**config.mk**
```make
export PLATFORM = sky130hd
export DESIGN_NAME = serial_magnitude_comparator
export DESIGN_NICKNAME = d
export VERILOG_FILES = /design/src/rtl/serial_magnitude_comparator.sv
export SDC_FILE = /design/constraint.sdc
export NUM_CORES = 1
export LEC_CHECK = 0
export ABC_AREA = 1
export CORE_UTILIZATION = 45
export DETAILED_ROUTE_END_ITERATION = 12
export PLACE_DENSITY_LB_ADDON = 0.12
export SLEW_MARGIN = 10
export SYNTH_ARGS = -nofsm -noshare
export SYNTH_HDL_FRONTEND = slang
export SYNTH_SLANG_ARGS = --single-unit
```
**constraint.sdc**
```tcl
create_clock -name clk -period 1.25 [get_ports clk]
set_input_delay 0.25 -clock clk [delete_from_list [all_inputs] [get_ports clk]]
set_output_delay 0.25 -clock clk [all_outputs]
set_load 0.05 [all_outputs]
```
**src/rtl/serial_magnitude_comparator.sv**
```systemverilog
`default_nettype none
// ============================================================================
// Module  : serial_magnitude_comparator
// Brief   : MSB-first digit-serial magnitude compare with early termination,
//           unsigned or two's-complement per operation, start/done handshake.
// Revision: 1.0  initial release
// ============================================================================
module serial_magnitude_comparator #(
  parameter int WIDTH = 16,
  parameter int DIGIT = 1
) (
  input  logic             clk,
  input  logic             rst,
  input  logic             start,
  input  logic [WIDTH-1:0] a,
  input  logic [WIDTH-1:0] b,
  input  logic             signed_mode,
  output logic             busy,
  output logic             done,
  output logic             gt,
  output logic             eq,
  output logic             lt
);

  localparam int            N    = WIDTH / DIGIT;
  localparam int            CW   = (N > 1) ? $clog2(N) : 1;
  localparam logic [CW-1:0] LAST = CW'(N - 1);

  localparam logic [0:0] IDLE = 1'b0;
  localparam logic [0:0] SCAN = 1'b1;

  logic [0:0]       state;
  logic [WIDTH-1:0] sh_a;
  logic [WIDTH-1:0] sh_b;
  logic [WIDTH-1:0] load_a;
  logic [WIDTH-1:0] load_b;
  logic [CW-1:0]    cnt;
  logic [DIGIT-1:0] dig_a;
  logic [DIGIT-1:0] dig_b;

  // Flipping the sign bit maps two's-complement onto offset binary, so the
  // scan itself is always unsigned.
  always_comb begin
    load_a            = a;
    load_b            = b;
    load_a[WIDTH-1]   = a[WIDTH-1] ^ signed_mode;
    load_b[WIDTH-1]   = b[WIDTH-1] ^ signed_mode;
  end

  assign dig_a = sh_a[WIDTH-1 -: DIGIT];
  assign dig_b = sh_b[WIDTH-1 -: DIGIT];
  assign busy  = (state == SCAN);

  always_ff @(posedge clk) begin
    if (rst) begin
      state <= IDLE;
      sh_a  <= '0;
      sh_b  <= '0;
      cnt   <= '0;
      done  <= 1'b0;
      gt    <= 1'b0;
      eq    <= 1'b0;
      lt    <= 1'b0;
    end else begin
      done <= 1'b0;
      case (state)
        IDLE: begin
          if (start) begin
            sh_a  <= load_a;
            sh_b  <= load_b;
            cnt   <= '0;
            state <= SCAN;
          end
        end
        SCAN: begin
          if (dig_a != dig_b) begin
            state <= IDLE;
            done  <= 1'b1;
            gt    <= (dig_a > dig_b);
            eq    <= 1'b0;
            lt    <= (dig_a < dig_b);
          end else if (cnt == LAST) begin
            state <= IDLE;
            done  <= 1'b1;
            gt    <= 1'b0;
            eq    <= 1'b1;
            lt    <= 1'b0;
          end else begin
            sh_a <= sh_a << DIGIT;
            sh_b <= sh_b << DIGIT;
            cnt  <= cnt + CW'(1);
          end
        end
        default: state <= IDLE;
      endcase
    end
  end

endmodule
`default_nettype wire
```
==> flow_summary.yaml <==
run_status:
  status: "complete, but fails checks"
  violations: "negative setup slack"
global_route:
  antenna_found_initial: 0
  grt_max_degree: 36
  grt_pass1_vias: 1998
  grt-ovfl-total: 0
  grt_usage: 0.204
  grt_pass1_wl_um: 8180
placed_design:
  place_area_um2: 2730
  placed_cells: 423
  place_hpwl_um: 3120
  place_congestion: 0.766
  place_worst_setup_slack_ns: -0.200
  io_buffer_count: 40
synth:
  synth-seq-cells: 41
  syn_nets: 369
  yosys_warnings: 0
  synth_edf_count: 0
  synth_mux_area_frac: 0
  yosysSeqAreaShare: 0.385
  async_reset_ff_frac: 0
  yosysTopAreaCell: "dfxtp_1"
  yosys.area_share.xor_xnor: 0
  synthSimpleGateAreaFrac: 0.390
  synth_top_family_by_area: "simple AND/OR/NAND/NOR gates"
  synth_commonest_cells: "nand2_1 (78), nor2_1 (73), dfxtp_1 (41)"
  synth_area_per_cell_um2: 6.45
  yosysMostFrequentCell: "nand2_1"
  synth_cell_type_count: 20
  syn-cell-area_um2: 2130
  synthFlopType: "dfxtp_1"
  synth.area.top_cells: "dfxtp_1 (39%), nand2_1 (14%), nor2_1 (13%)"
  synth-compound-area-share: 0.0846
  netlist_instances: 330
  netlist.area_leader.share: 0.385
  synthAdderAreaFrac: 0.0176
sta:
  fin_crit_ns: 1.34
  grt_setup_unrepaired: "yes"
  fin_ws_ns: -0.0852
  finalCritPeriodShare: 1.07
  fmax_mhz: 749
  fin_skew_ns: 0.00967
  setup_viol: 31
  final_hold_viol_count: 0
  relSlewSlack: 0.778
  slew_violations: 0
  holdWs_ns: 0.482
  tightest_slew_ns: 0.329
critical_path:
  worst_setup_path_start_kind: "flop"
  end_kind: "flop"
  arrival_ns: 1.54
  r2r-end: "sh_a[13]"
  critPathTopFamily: "simple AND/OR/NAND/NOR gates"
  slowest_delay_ns: 0.34
  crit_slowest_cell: "dfxtp_2"
  worst-path-buf-inv: 2
  r2r_slack_ns: -0.09
  crit_path_cell_trace: "inv_2 > ha_4 > nand2_4 > nand2_4 > nand2_8 > buf_12 > nor2_1 > nor2_1"
  cp_max_fo: 7
  worstPathRequired_ns: 1.45
  critical_path_depth: 8
  ff2ff_path_depth: 8
  worstSetupPathType: "flop to flop"
  r2r-start: "sh_a[15]"
route:
  vias: 2119
  routed_wl_um: 5240
  routedWlPerCell_um: 11.9
  dr.first_iter.drc_count: 115
  route.detailed.drc: 0
  routed_via_density: 4.83
  ant_nets: 0
  drtPass1Iterations: 4
hold_path:
  hold_start: "sh_b[0]"
  min_to: "sh_b[0]"
  hold_depth: 2
  hold_class: "flop to flop"
pwr:
  p_per_area_nw_per_um2: 1320
  p_leak_nw: 1.42
  irDropWorstVdd_uv: 856
floorplanning:
  die_y_um: 70.8
  fp-row-count: 24
  core_um2: 4440
  initial_core_util: 0.479
  dieWidth_um: 70.8
  die-area_um2: 5010
  boundaryPins: 41
final_layout:
  drive_gt1_frac: 0.194
  fin_area_um2: 3100
  post-route-util: 0.697
  final_nets: 425
  area_growth_syn_to_layout_pct: 45.5
  final_cells: 439
  diodes: 0
cts:
  cts_tree: "built"
  cts.path.max_buffers: 2
  root_buffer: "clkbuf_8"
  clock-sinks: 41
  clk-insertion-delay-late_ns: 0.31
  ctsHtreeMaxLevel: 2
  clk_pin_slew_worst_paths_ns: 0.08
  cts_buffers: 5
flow_run:
  maxCapViolCount: 0
-- cells by family (layout without fill, tap and decap cells) --
| group | after synthesis | in the layout |
|---|---|---|
| and+or+nand+nor | 197 | 197 |
| adders and majority gates | 3 | 3 |
| buffers and inverters | 53 | 110 |
| AOI/OAI and AO/OA | 36 | 36 |
| DFF | 41 | 41 |
-- where the power goes --
part	total, mW	internal (mW)	switching, mW	leakage, nW
combinational	1.45	0.691	0.754	1.02
clock	1.09	0.597	0.491	0.0543
sequential	1.54	1.47	0.0686	0.340
total	4.07	2.76	1.31	1.42
-- sequential cells by signal, summed over array words and instances, names as in the netlist --
register,count
gt,1
cnt,4
sh_a,16
done,1
lt,1
sh_b,16
busy,1
eq,1
-- through the flow --
stage	setup TNS (ns)	power (mW)
after floorplan	0	2.34
after global placement	-5.11	2.72
after detailed placement	-5.65	2.74
after CTS	-0.506	3.86
after global routing	-3.71	4.33
final	-1.48	4.07
-- layer usage --
layer,GRT usage,share of wire
met5,0,0
met4,0.0778,0.022
met3,0.0342,0.035
met2,0.371,0.48
met1,0.241,0.46
-- area by class of cell --
class	instances	area (µm²)
Clock inverter	3	46.3
Clock buffer	5	68.8
Inverter	33	129
Tap cell	52	65.1
Timing Repair Buffer	69	793
Multi-Input combinational cell	236	1170
Fill cell	382	1350
Sequential cell	41	828
-- how the worst max path moves through the flow --
stage	start	to	slack, ns
after floorplan	sh_a[15]	sh_a[10]	0.008
after global placement	start	sh_a[5]	-0.17
after detailed placement	start	sh_a[8]	-0.20
after CTS	sh_a[15]	sh_a[13]	-0.04
after global routing	sh_a[15]	sh_a[13]	-0.15
final	sh_a[15]	sh_a[13]	-0.09
-- cells in the final DEF, fill, tap and decap left out --
cell type	instances
nand2_2	1
buf_12	9
a21oi_2	1
or2_4	1
o21ai_0	29
o21ai_1	2
buf_4	17
clkinvlp_4	1
clkdlybuf4s50_1	35
nand2_8	1
buf_8	1
nor2_1	56
nand3_1	35
nand4_1	1
nor2_2	11
nand3_2	2
nand3b_1	3
ha_4	2
inv_6	1
dfxtp_2	3
inv_1	31
nor2_4	6
clkinv_4	1
ha_1	1
bufinv_16	1
nand2_1	78
inv_2	1
clkbuf_8	5
buf_6	4
clkbuf_16	3
nand2_4	2
dfxtp_1	37
a21oi_1	4
dfxtp_4	1
-- worst register-to-register path: stages (launching register included) --
cell	delay, ns
dfxtp_2	0.34
inv_2	0.05
ha_4	0.28
nand2_4	0.06
nand2_4	0.11
nand2_8	0.08
buf_12	0.14
nor2_1	0.11
nor2_1	0.06
-- repair_timing --
action                     4_1_cts  5_1_grt
buffers inserted                 3        1
gates resized for setup          9       32
gates cloned                     0        4
hold buffers                     0        0
setup endpoints to repair       37       40
pin swaps                        1        3
(Power assumes the default switching activity.)
